### src/rtl/rat_io_pkg.sv
// Port map and shared types for the RAT MCU wrapper I/O space.
// Holds the legacy peripheral port IDs, the interrupt controller IDs and its FSM states.
package rat_io_pkg;

  localparam logic [7:0] PORT_SWITCHES    = 8'h20;
  localparam logic [7:0] PORT_LEDS        = 8'h40;
  localparam logic [7:0] PORT_KEYBOARD    = 8'h44;
  localparam logic [7:0] PORT_SSEG0       = 8'h81;
  localparam logic [7:0] PORT_SSEG1       = 8'h82;

  localparam logic [7:0] PORT_INTC_MASK   = 8'h60;
  localparam logic [7:0] PORT_INTC_ACK    = 8'h61;
  localparam logic [7:0] PORT_INTC_STATUS = 8'h62;
  localparam logic [7:0] PORT_INTC_SRCID  = 8'h63;

  typedef enum logic [1:0] {
    IDLE     = 2'd0,
    ASSERT   = 2'd1,
    WAIT_ACK = 2'd2
  } intc_state_t;

  function automatic int max_int(input int a, input int b);
    return (a > b) ? a : b;
  endfunction

endpackage

### src/rtl/rat_intr_ctrl_if.sv
// RAT MCU port bus as seen by an I/O peripheral: output writes plus the input-mux read path.
// The MCU (or wrapper) is the master; peripherals decode PORT_ID as slaves.
interface rat_intr_ctrl_if;

  logic [7:0] PORT_ID;
  logic [7:0] OUT_PORT;
  logic       IO_STRB;
  logic [7:0] IN_DATA;
  logic       IN_HIT;

  modport master (
    output PORT_ID, OUT_PORT, IO_STRB,
    input  IN_DATA, IN_HIT
  );

  modport slave (
    input  PORT_ID, OUT_PORT, IO_STRB,
    output IN_DATA, IN_HIT
  );

endinterface

### src/rtl/irq_edge_capture.sv
// Per-bit rising-edge detector feeding a sticky pending register.
// A new edge and a software clear on the same bit in the same cycle leave the bit set.
module irq_edge_capture #(
  parameter int N_SRC = 4
) (
  input  logic             clk_i,
  input  logic             rst_i,
  input  logic [N_SRC-1:0] irq_i,
  input  logic [N_SRC-1:0] clr_i,
  output logic [N_SRC-1:0] pending_o
);

  logic [N_SRC-1:0] prev_q;
  logic [N_SRC-1:0] pending_q;
  logic [N_SRC-1:0] pending_d;
  logic [N_SRC-1:0] rise;

  assign rise      = irq_i & ~prev_q;
  assign pending_d = (pending_q & ~clr_i) | rise;
  assign pending_o = pending_q;

  // prev_q tracks the input even in reset, so a level held across release is not an edge.
  // NOTE: non-blocking assignments for every flop, so all registers see pre-edge values.
  always_ff @(posedge clk_i) begin
    prev_q <= irq_i;
  end

  always_ff @(posedge clk_i) begin
    if (rst_i) begin
      pending_q <= '0;
    end else begin
      pending_q <= pending_d;
    end
  end

endmodule

### src/rtl/rat_intr_ctrl.sv
// Shares the RAT MCU's single INTR line among N_SRC edge-triggered sources.
// Pending/mask/ack registers on the port bus; INTR is a fixed-width pulse, then waits for an ACK.
module rat_intr_ctrl
  import rat_io_pkg::*;
#(
  parameter int         N_SRC       = 4,
  parameter int         HOLD_CYCLES = 4,
  parameter int         ACK_TIMEOUT = 1024,
  parameter logic [7:0] MASK_ID     = PORT_INTC_MASK,
  parameter logic [7:0] ACK_ID      = PORT_INTC_ACK,
  parameter logic [7:0] STATUS_ID   = PORT_INTC_STATUS,
  parameter logic [7:0] SRCID_ID    = PORT_INTC_SRCID
) (
  input  logic               CLK,
  input  logic               RESET,
  input  logic [N_SRC-1:0]   IRQ_IN,
  rat_intr_ctrl_if.slave     bus,
  output logic               INTR,
  output logic [N_SRC-1:0]   PENDING
);

  localparam int                CNT_W     = $clog2(max_int(HOLD_CYCLES, ACK_TIMEOUT));
  localparam logic [CNT_W-1:0]  HOLD_LAST = CNT_W'(HOLD_CYCLES - 1);
  localparam logic [CNT_W-1:0]  ACK_LAST  = CNT_W'(ACK_TIMEOUT - 1);

  logic                 wr_mask;
  logic                 wr_ack;
  logic [N_SRC-1:0]     ack_clr;
  logic [N_SRC-1:0]     mask_q;
  logic [N_SRC-1:0]     pending;
  logic [N_SRC-1:0]     active;
  logic [7:0]           srcid;

  intc_state_t          state_q;
  intc_state_t          state_d;
  logic [CNT_W-1:0]     cnt_q;
  logic [CNT_W-1:0]     cnt_d;

  // Writes are plain register loads, so a strobe held for two cycles repeats harmlessly.
  assign wr_mask = bus.IO_STRB && (bus.PORT_ID == MASK_ID);
  assign wr_ack  = bus.IO_STRB && (bus.PORT_ID == ACK_ID);
  assign ack_clr = wr_ack ? bus.OUT_PORT[N_SRC-1:0] : '0;

  always_ff @(posedge CLK) begin
    if (RESET) begin
      mask_q <= '0;
    end else if (wr_mask) begin
      mask_q <= bus.OUT_PORT[N_SRC-1:0];
    end
  end

  irq_edge_capture #(
    .N_SRC (N_SRC)
  ) u_edge (
    .clk_i     (CLK),
    .rst_i     (RESET),
    .irq_i     (IRQ_IN),
    .clr_i     (ack_clr),
    .pending_o (pending)
  );

  assign PENDING = pending;
  assign active  = pending & mask_q;

  // Lowest set index wins; scanning downward lets the last hit be the highest priority.
  always_comb begin
    srcid = 8'hFF;
    for (int i = N_SRC - 1; i >= 0; i--) begin
      if (active[i]) begin
        srcid = 8'(i);
      end
    end
  end

  always_comb begin
    bus.IN_DATA = 8'h00;
    bus.IN_HIT  = 1'b0;
    if (bus.PORT_ID == STATUS_ID) begin
      bus.IN_DATA = 8'(active);
      bus.IN_HIT  = 1'b1;
    end else if (bus.PORT_ID == SRCID_ID) begin
      bus.IN_DATA = srcid;
      bus.IN_HIT  = 1'b1;
    end
  end

  always_ff @(posedge CLK) begin
    if (RESET) begin
      state_q <= IDLE;
      cnt_q   <= '0;
    end else begin
      state_q <= state_d;
      cnt_q   <= cnt_d;
    end
  end

  // ASSERT ignores mask/pending changes; only WAIT_ACK listens for the ACK write.
  always_comb begin
    // NOTE: defaults first, so every path assigns and no latch is inferred.
    state_d = state_q;
    cnt_d   = cnt_q;
    unique case (state_q)
      IDLE: begin
        if (active != '0) begin
          state_d = ASSERT;
          cnt_d   = '0;
        end
      end
      ASSERT: begin
        if (cnt_q == HOLD_LAST) begin
          state_d = WAIT_ACK;
          cnt_d   = '0;
        end else begin
          cnt_d = cnt_q + 1'b1;
        end
      end
      WAIT_ACK: begin
        if (wr_ack || (cnt_q == ACK_LAST)) begin
          state_d = IDLE;
          cnt_d   = '0;
        end else begin
          cnt_d = cnt_q + 1'b1;
        end
      end
      default: begin
        state_d = IDLE;
        cnt_d   = '0;
      end
    endcase
  end

  always_comb begin
    INTR = (state_q == ASSERT);
  end

endmodule

### src/flat_wrapper.sv
// flat-port wrapper written by rule: the top's interface ports become plain ports
module rat_intr_ctrl_flat import rat_io_pkg::*;
#(
  parameter int         N_SRC       = 4,
  parameter int         HOLD_CYCLES = 4,
  parameter int         ACK_TIMEOUT = 1024,
  parameter logic [7:0] MASK_ID     = PORT_INTC_MASK,
  parameter logic [7:0] ACK_ID      = PORT_INTC_ACK,
  parameter logic [7:0] STATUS_ID   = PORT_INTC_STATUS,
  parameter logic [7:0] SRCID_ID    = PORT_INTC_SRCID
)
  (CLK, RESET, IRQ_IN, INTR, PENDING, bus_PORT_ID, bus_OUT_PORT, bus_IO_STRB, bus_IN_DATA, bus_IN_HIT);
  rat_intr_ctrl_if bus_i ();
  input  logic CLK;
  input  logic RESET;
  input  logic [N_SRC-1:0] IRQ_IN;
  output logic INTR;
  output logic [N_SRC-1:0] PENDING;
  input wire logic [$bits(bus_i.PORT_ID)-1:0] bus_PORT_ID;
  input wire logic [$bits(bus_i.OUT_PORT)-1:0] bus_OUT_PORT;
  input wire logic [$bits(bus_i.IO_STRB)-1:0] bus_IO_STRB;
  output wire logic [$bits(bus_i.IN_DATA)-1:0] bus_IN_DATA;
  output wire logic [$bits(bus_i.IN_HIT)-1:0] bus_IN_HIT;
  assign bus_i.PORT_ID = bus_PORT_ID;
  assign bus_i.OUT_PORT = bus_OUT_PORT;
  assign bus_i.IO_STRB = bus_IO_STRB;
  assign bus_IN_DATA = bus_i.IN_DATA;
  assign bus_IN_HIT = bus_i.IN_HIT;
  rat_intr_ctrl #(.N_SRC(N_SRC), .HOLD_CYCLES(HOLD_CYCLES), .ACK_TIMEOUT(ACK_TIMEOUT), .MASK_ID(MASK_ID), .ACK_ID(ACK_ID), .STATUS_ID(STATUS_ID), .SRCID_ID(SRCID_ID)) u_core (.CLK(CLK), .RESET(RESET), .IRQ_IN(IRQ_IN), .bus(bus_i), .INTR(INTR), .PENDING(PENDING));
endmodule
### config.mk
export PLATFORM = sky130hd
export DESIGN_NAME = rat_intr_ctrl_flat
export DESIGN_NICKNAME = d
export VERILOG_FILES = /design/src/rtl/rat_io_pkg.sv /design/src/rtl/rat_intr_ctrl_if.sv /design/src/rtl/irq_edge_capture.sv /design/src/rtl/rat_intr_ctrl.sv /design/src/flat_wrapper.sv
export SDC_FILE = /design/constraint.sdc
export NUM_CORES = 1
export LEC_CHECK = 0
export CAP_MARGIN = 20
export CORE_ASPECT_RATIO = 1.1
export CORE_MARGIN = 1.5
export CORE_UTILIZATION = 46
export CTS_CLUSTER_DIAMETER = 40
export DETAILED_ROUTE_END_ITERATION = 10
export PLACE_DENSITY = 0.83
export SLEW_MARGIN = 20
export SYNTH_ARGS = -nofsm -noshare
export SYNTH_HDL_FRONTEND = slang
export SYNTH_SLANG_ARGS = --single-unit
### constraint.sdc
create_clock -name CLK -period 2.1 [get_ports CLK]
set_input_delay 0.42 -clock CLK [delete_from_list [all_inputs] [get_ports CLK]]
set_output_delay 0.42 -clock CLK [all_outputs]
set_load 0.05 [all_outputs]
==> impl.org, run 1 <==
** Run status
- Status :: finished, violations left
- Violations in the final reports :: negative setup slack

** Logic synthesis
- The netlist uses 34 different library cells.
- In the synthesized netlist, mux cells make up 5.72% of the area.
- In the synthesized netlist the dominant register cell turns out to be sky130_fd_sc_hd__dfxtp_1.
- #FFs+latches synth :: 24
- Synthesis produced a netlist whose cell count is 142.
- Sequential cells were found to cover 39.2% of the synthesized design area.
- By instance count, the leading cell after synthesis is sky130_fd_sc_hd__dfxtp_1.
- After synthesis, the most frequently instantiated cells are 24 x sky130_fd_sc_hd__dfxtp_1, 21 x sky130_fd_sc_hd__nor2_1, 14 x sky130_fd_sc_hd__nand2_1.
- Synth Area in XOR/XNOR :: 5.72%
- Complex-gate fraction of the synthesized area :: 10.0%
- Yosys printed 0 warnings.
- Dominant combinational cell family by area after synthesis :: simple AND/OR/NAND/NOR gates
- Net count of the mapped netlist :: 170
- Basic-gate share of the synthesized area counting and, or, nand and nor cells :: 29.6%
- In this run, synthesis inferred 0 flip-flops with an integrated enable.
- In the synthesized netlist the async set-or-reset flop fraction comes to 0%.
- Area share of fa/ha/maj cells after synthesis :: 5.11%
- In the post-synthesis netlist, the biggest area contributors are sky130_fd_sc_hd__dfxtp_1 39%, sky130_fd_sc_hd__nor2_1 6.4%, sky130_fd_sc_hd__mux2i_1 5.7%.
- The cell area that synthesis handed to floorplanning was 1220 um2.
- After synthesis, the largest area contributor takes up 39.2% of total cell area.
- Syn_area_per_cell :: 8.63 um2
- Cell accounting for the most synthesized area :: sky130_fd_sc_hd__dfxtp_1

** STA
- Setup violations remaining at the end of the flow were counted as 6.
- At the pin with the least slew margin, the transition time is 498 ps.
- Clock skew on the completed layout was measured at 1.65 ps.
- Setup repair after global routing could not meet its margin everywhere.
- In the finished design, the share of the clock period the worst path needs comes to 106%.
- The final max-slew violation count came to 0.
- Rel. slew slack :: 66.7%
- After routing, the total negative slack on setup checks comes to -646 ps.
- Derived from the worst setup path, the maximum achievable clock frequency is 448 MHz.
- Once routing completed, OpenROAD measured the worst setup slack at -133 ps.
- After layout, the minimum clock period comes to 2230 ps.
- Final-report hold violation count :: 0

** Clocking
- The tree built by TritonCTS fans out to 24 sinks.
- Clock tree synthesis selected as its root buffer the cell sky130_fd_sc_hd__clkbuf_4.
- Clock tree from TritonCTS :: yes
- Clock latency reported for the late side of the worst-skew pair :: 320 ps
- Longest Clk Path Bufs :: 2
- Max H-tree Level :: 1
- In this run, CTS created clock tree buffers numbering 3.
- CTS clk-pin slew, worst paths :: 130 ps

** Min path
- Startpoint of the most critical hold path :: u_core.cnt_q[1]
- The worst hold path terminates at u_core.cnt_q[1].
- The worst hold path was traced through 2 stages.
- Worst hold-check path type :: reg -> reg

** Worst setup path
- In this design, the critical path's most frequently occurring cell is sky130_fd_sc_hd__buf_4.
- The critical path goes through a222oi_1, nand3_1, buf_4, nor2_4, buf_4, buf_12.
- Category of the worst setup path capture point :: output pin
- Slowest cell on the critical path :: sky130_fd_sc_hd__a222oi_1
- On the worst path, the slowest cell contributes a delay of 420 ps.
- Reg-to-reg critical path startpoint :: u_core.cnt_q[0]
- Flop-to-flop setup slack :: 270 ps
- Startpoint kind of the worst setup timing path :: flop
- Worst r2r dst :: u_core.state_q[0]
- For the worst flop-to-flop path, the logic depth is 7.
- Crit path required time :: 1680 ps
- Arr. time, crit path :: 1810 ps
- In this run the worst path has a maximum fanout of 3.
- The setup path with the least slack is of type reg -> out.

** Power
- The internal power of the cells totals 0.000638 W.
- In this run the power density over the cells is 462 nW/um2.
- Summed over all cells, the static leakage comes to 0.756 nW.
- In this run, the clock network consumes 28.5% of the power.
- Across the VDD grid, the largest voltage drop is 624 uV.
- Sw frac :: 25.9%
- Of the total power, registers draw 54.9%.
- Gate power share :: 16.6%
- Power spent charging and discharging nets :: 0.000223 W

** GRT
- Entering global routing, the biggest net connects 14 pins.
- Global-route wire length before repair :: 5790 um
- The via count of the first global-routing pass was 1301.
- Met3 Use GR :: 4.45%
- All-layer global routing usage :: 26.2%
- Global routing consumed, on the met1 layer, 26.2% of the routing resources.
- Summed over all layers, the global routing overflow is 0.
- The number of antenna violations at the first check in global routing was 0.
- Met2 Track Usage GR :: 51.5%
- Busiest metal layer after global routing :: met2

** Job
- Across the run, the number of max-cap violations was 0.

** Floorplanning
- The total area inside the core boundary comes to 2520 um2.
- 37 I/O pins were placed.
- Standard-cell rows :: 19
- Area of the die :: 2980 um2
- Die Wd :: 52.2 um
- Effective utilization at floorplan :: 48.6%
- From bottom edge to top edge, the die measures 57.1 um.

** Route
- In this run the remaining antenna-violating nets after routing total 0.
- Using the TritonRoute via totals, the vias-per-cell ratio works out to 5.56.
- DRC marker count from the first detailed-route iteration :: 36
- # DRC :: 0
- Summed over all layers, the routed wires come to 3410 um.
- Average wire per standard cell :: 15.2 um
- Number of vias after detailed routing :: 1246
- Detailed Routing Iterations Pass 1 :: 4

** Finish
- Nets@finish :: 222
- At the end of the flow the core is filled with cells to 73.9%.
- The post-route netlist has 26.9% of its cells at a drive strength greater than 1.
- Layout overhead on the synthesized area :: 52.1%
- The repair_antennas step left the layout with diodes totalling 0.

** Placement
- Detailed Place HPWL :: 2330 um
- Input and output buffers added on the ports amount to 32.
- The congestion estimate from routability-driven global placement came to 0.838.
power by group through the flow:
stage / Combinational, W / Clock (W) / Sequential, W
detailed placement: 0.000140 / 0 / 0.000485
global route: 0.000153 / 0.000266 / 0.000473
finish: 0.000143 / 0.000246 / 0.000472
CTS: 0.000142 / 0.000247 / 0.000472
global placement: 0.000136 / 0 / 0.000484
floorplan: 0.0000516 / 0 / 0.000501
through the flow:
| stage | total power (W) | instances | cell area (um2) | hold WS, ps | worst slack (ps) |
|---|---|---|---|---|---|
| 2_1_floorplan | 0.000553 | 142 | 1280 | 448 | -120 |
| 3_3_place_gp | 0.000620 | 210 | 1760 | 474 | -221 |
| 3_5_place_dp | 0.000625 | 210 | 1760 | 486 | -291 |
| 4_1_cts | 0.000860 | 224 | 1860 | 501 | -89.5 |
| 5_1_grt | 0.000893 | 224 | 1860 | 530 | -203 |
| 6_report | 0.000861 | 224 | 1860 | 499 | -133 |
how the worst max path moves through the flow:
stage,cells after the start,endpoint,startpoint
6_report,6,bus_IN_DATA[4],u_core.u_edge.pending_o[2]
5_1_grt,6,bus_IN_DATA[4],u_core.u_edge.pending_o[2]
4_1_cts,6,bus_IN_DATA[4],u_core.u_edge.pending_o[2]
3_5_place_dp,6,bus_IN_DATA[0],bus_PORT_ID[3]
3_3_place_gp,6,bus_IN_DATA[0],bus_PORT_ID[3]
2_1_floorplan,4,bus_IN_DATA[5],u_core.u_edge.pending_o[2]
routing by layer:
layer  vias to the layer above  wire (um)  share of wire (%)
li1                        600          -                  -
met1                       607       1330                 39
met2                        33       1860                 54
met3                         6        152                4.5
met4                         0         74                2.2
met5                         -          0                  0
layout make-up:
class	instances	area, um2
multi-input combinational	106	723
fill	186	657
timing repair buffer	52	548
inverter	7	26.3
sequential	24	490
clock buffer	4	36.3
tap	31	38.8
cell usage in the layout, fill, tap and decap left out, drive strengths merged, types with 3 or more instances in the layout:
cell type      instances
clkbuf                 4
nor2b                  5
ha                     5
and3                   4
mux2i                  7
nand4                  4
a21oi                  7
dlygate4sd2            4
nor2                  21
dfxtp                 24
xor2                   8
clkdlybuf4s50         14
buf                   33
nand2                 14
nand3                 10
a31oi                  3
inv                    7
sequential cells by signal, summed over array words and instances, names as in the netlist:
name / count
u_core.cnt_q: 10
u_core.mask_q: 4
u_core.u_edge.pending_o: 4
u_core.u_edge.prev_q: 4
u_core.state_q: 2
critical path, delay by kind of cell, from the launching register on:
kind,cells,cell delay (ps)
AND/OR/NAND/NOR,2,250
flip-flops,1,360
AO/OA/AOI/OAI,1,420
buffers and inverters,3,450
logic make-up (layout without fill, tap and decap cells):
| family | count (synthesis) | after routing |
|---|---|---|
| and+or+nand+nor | 68 | 68 |
| DFF | 24 | 24 |
| AOI/OAI and AO/OA | 18 | 18 |
| buffers and inverters | 12 | 63 |
| xor gates and xnor gates | 8 | 8 |
| muxes | 7 | 7 |
| adders and majority gates | 5 | 5 |
timing repair:
item	4_1_cts	5_1_grt
hold buffers	0	0
gates resized for setup	20	1
setup buffers	10	0
pin swaps	6	1
endpoints found under the setup margin	9	7
Power figures use the tool's default switching activity.
==> run 2, diff against run 1 <==
--- a/config.mk
+++ b/config.mk
@@ -5,12 +5,15 @@
 export SDC_FILE = /design/constraint.sdc
 export NUM_CORES = 1
 export LEC_CHECK = 0
+export ABC_CLOCK_PERIOD_IN_PS = 2100
 export CAP_MARGIN = 20
 export CORE_ASPECT_RATIO = 1.1
 export CORE_MARGIN = 1.5
 export CORE_UTILIZATION = 46
 export CTS_CLUSTER_DIAMETER = 40
+export CTS_CLUSTER_SIZE = 8
 export DETAILED_ROUTE_END_ITERATION = 10
+export GPL_TIMING_DRIVEN = 0
 export PLACE_DENSITY = 0.83
 export SLEW_MARGIN = 20
 export SYNTH_ARGS = -nofsm -noshare
==> impl.org, run 2 (synthesized netlist as in run 1, its figures left out) <==
** STA
- Total setup violations reported at the end of the flow :: 6 (unchanged)
- The final max-slew violation count came to 0 (unchanged).
- The period utilization was 108% (+1.9 points).
- Final critical path time including I/O delays and setup :: 2270 ps (+39.8 ps)
- The setup skew after layout came to 8.96 ps (+7.31 ps).
- Final-report hold violation count :: 0 (unchanged)
- Setup repair after global routing missed its margin :: true
- The worst slew margin relative to its limit came to 66.5% (-0.19 points).
- The slew of the pin with the lowest slew margin came to 501 ps (+2.86 ps).
- The peak clock frequency supported by timing is 440 MHz (-1.8%).
- The worst path setup slack after routing came to -173 ps (-39.8 ps).

** Placement
- The half-perimeter wire length of the detailed placement result is 2070 um (-11%).
- Port Buffers :: 31 (-3.1%)
- The cell total after placement is 204 (-2.9%).
- Final GP Congestion :: 0.798 (-4.7%)

** Finish
- Leading cell type in the layout, fill and taps excluded :: sky130_fd_sc_hd__dfxtp_1
- The fraction of layout cells with a size suffix above 1 is 21.2% (-5.7 points).
- Number of flip-flops in the largest register :: 10 (unchanged)
- Register bank with the most flops :: u_core.cnt_q
- Layout overhead on the synthesized area :: 40.7%
- The number of nets in the layout was 213 (-4.1%).
- Final std cells w/o fill :: 215 (-4.0%)
- Leading cell types in the layout, fill and taps excluded :: 20 x sky130_fd_sc_hd__dfxtp_1, 19 x sky130_fd_sc_hd__nor2_1, 16 x sky130_fd_sc_hd__clkdlybuf4s50_1, 14 x sky130_fd_sc_hd__nand2_1, 9 x sky130_fd_sc_hd__nand3_1
- Count of antenna diodes in the layout :: 0 (unchanged)

** Route
- The ratio of routed vias to standard cells is 5.35 (-3.8%).
- DRC marker count from the first detailed-route iteration :: 24 (-33%)
- Number of vias after detailed routing :: 1151 (-7.6%)
- DRT antenna net count :: 0 (unchanged)
- The routed wire length per instance is 12.4 um (-18%).
- # DRC :: 0 (unchanged)
- Routed Wire Length :: 2670 um (-22%)
- The number of optimization iterations in the first detailed-route pass is 4 (unchanged).

** Power
- Cell leakage power :: 0.681 nW (-9.9%)
- The total power after layout came to 0.000816 W (-5.2%).
- The maximum resistive drop on vdd was 378 uV (-39%).
- The power density of the placed cells is 473 nW/um2 (+2.5%).

** Floorplanning
- The vertical die dimension is 57.1 um (unchanged).
- Area of the die :: 2980 um2 (unchanged)
- The number of placed I/O pins came to 37 (unchanged).
- Core region area :: 2520 um2 (unchanged)
- The number of placement rows was 19 (unchanged).
- Effective utilization at floorplan :: 48.6% (unchanged)
- The die span in x is 52.2 um (unchanged).

** Clocking
- The clock-pin transition on the worst setup and hold timing paths was 130 ps (about the same).
- Max H-tree Level :: 1 (unchanged)
- Sinks on Clock Net :: 24 (unchanged)
- The latest clock arrival within the worst-skew pair was 320 ps (about the same).
- The number of buffers created by CTS is 3 (unchanged).
- The buffer depth of the longest clock path is 2 (unchanged).
- The number of hold-repair buffers added at the cts stage was 0 (unchanged).
- CTS placed an instance of sky130_fd_sc_hd__clkbuf_4 at the clock tree root.
- TritonCTS built the clock tree.

** GRT
- The wire length of the first global-routing pass came to 4400 um (-24%).
- Number of global-route vias before repair :: 1062 (-18%)
- The global route total overflow is 0 (unchanged).
- The number of antenna violations at the first check in global routing is 0 (unchanged).
- The largest net degree at the start of global routing came to 14 (unchanged).
- The overall global routing resource usage was 19.3% (-6.9 points).

** Worst setup path
- Arr. time, crit path :: 1850 ps (+40 ps)
- Maximum fanout along the worst path :: 4 (+1)
- The worst setup path is launched from a flop.
- Crit path required time :: 1680 ps (about the same)
- CP Class :: reg -> out
- STA classifies the critical path endpoint as an output pin.

** Run status
- The final reports fail on negative setup slack.
- The run finished, with violations left.

** Job
- The number of max-capacitance violations reported came to 0 (unchanged).

** Min path
- Worst hold-check path type :: reg -> reg
run 2: cell count changes in the layout (fill, tap and decap cells not counted), moves of 2 or more:
cell,change
sky130_fd_sc_hd__buf_2,-3
sky130_fd_sc_hd__clkdlybuf4s50_1,+2
sky130_fd_sc_hd__buf_4,-12
sky130_fd_sc_hd__dlygate4sd2_1,-2
sky130_fd_sc_hd__clkbuf_1,+3
sky130_fd_sc_hd__buf_8,+3
sky130_fd_sc_hd__buf_6,+6
sky130_fd_sc_hd__buf_12,-9
sky130_fd_sc_hd__clkbuf_2,+2
run 2: routing by layer:
metal  part of all wire [%]  track usage (%)  wire length [um]  up-vias
met1                     44             24.5              1170      532
met3                    5.9             2.88               158        5
met5                      0                0                 0        -
li1                       -                -                 -      582
met4                    1.7             8.06                46        0
met2                     49             32.5              1300       32
run 2: final cells by class:
| cell class | count | area [um2] |
|---|---|---|
| fill | 208 | 797 |
| multi-input combinational | 106 | 728 |
| sequential | 24 | 488 |
| timing repair buffer | 38 | 374 |
| buffer | 5 | 41.3 |
| tap | 31 | 38.8 |
| clock buffer | 4 | 26.3 |
| inverter | 7 | 26.3 |
run 2: final timing paths:
path,slack [ps],cells past startpoint,from,end
worst max-delay path,-170,6,u_core.u_edge.pending_o[2],bus_IN_DATA[5]
worst min-delay path,520,1,u_core.cnt_q[0],u_core.cnt_q[0]
worst max register to register,270,6,u_core.cnt_q[0],u_core.state_q[0]
worst min register to register,520,1,u_core.cnt_q[0],u_core.cnt_q[0]
run 2: report_power, final:
part / switching [W] / internal (W) / total, W
Clock: 0.000137 / 0.0000743 / 0.000211
Sequential: 0.00000684 / 0.000466 / 0.000473
Combinational: 0.0000711 / 0.0000600 / 0.000131
Total: 0.000215 / 0.000601 / 0.000816
run 2: timing repair:
item | in CTS | in global routing
endpoints found under the setup margin | 10 | 9
gates resized for setup | 71 | 5
cloned | 0 | 0
buffers inserted | 6 | 1
pin swaps | 5 | 4
run 2: metrics by stage:
step	area, um2	setup WS, ps	setup TNS [ps]	util, %	hold slack [ps]
after global placement	1630	-1130	-9720	64.5	471
after floorplan	1280	-120	-529	-	448
final	1720	-173	-816	68.4	519
after global routing	1720	-243	-1230	68.4	541
after detailed placement	1630	-1180	-10240	64.5	500
after CTS	1720	-143	-642	68.3	529
run 2: worst max-delay path: stages, from the launching register on:
cell	delay, ps
sky130_fd_sc_hd__dfxtp_4	370
sky130_fd_sc_hd__a222oi_1	470
sky130_fd_sc_hd__nand3_1	120
sky130_fd_sc_hd__buf_4	170
sky130_fd_sc_hd__nor2_4	140
sky130_fd_sc_hd__buf_6	120
sky130_fd_sc_hd__buf_8	130
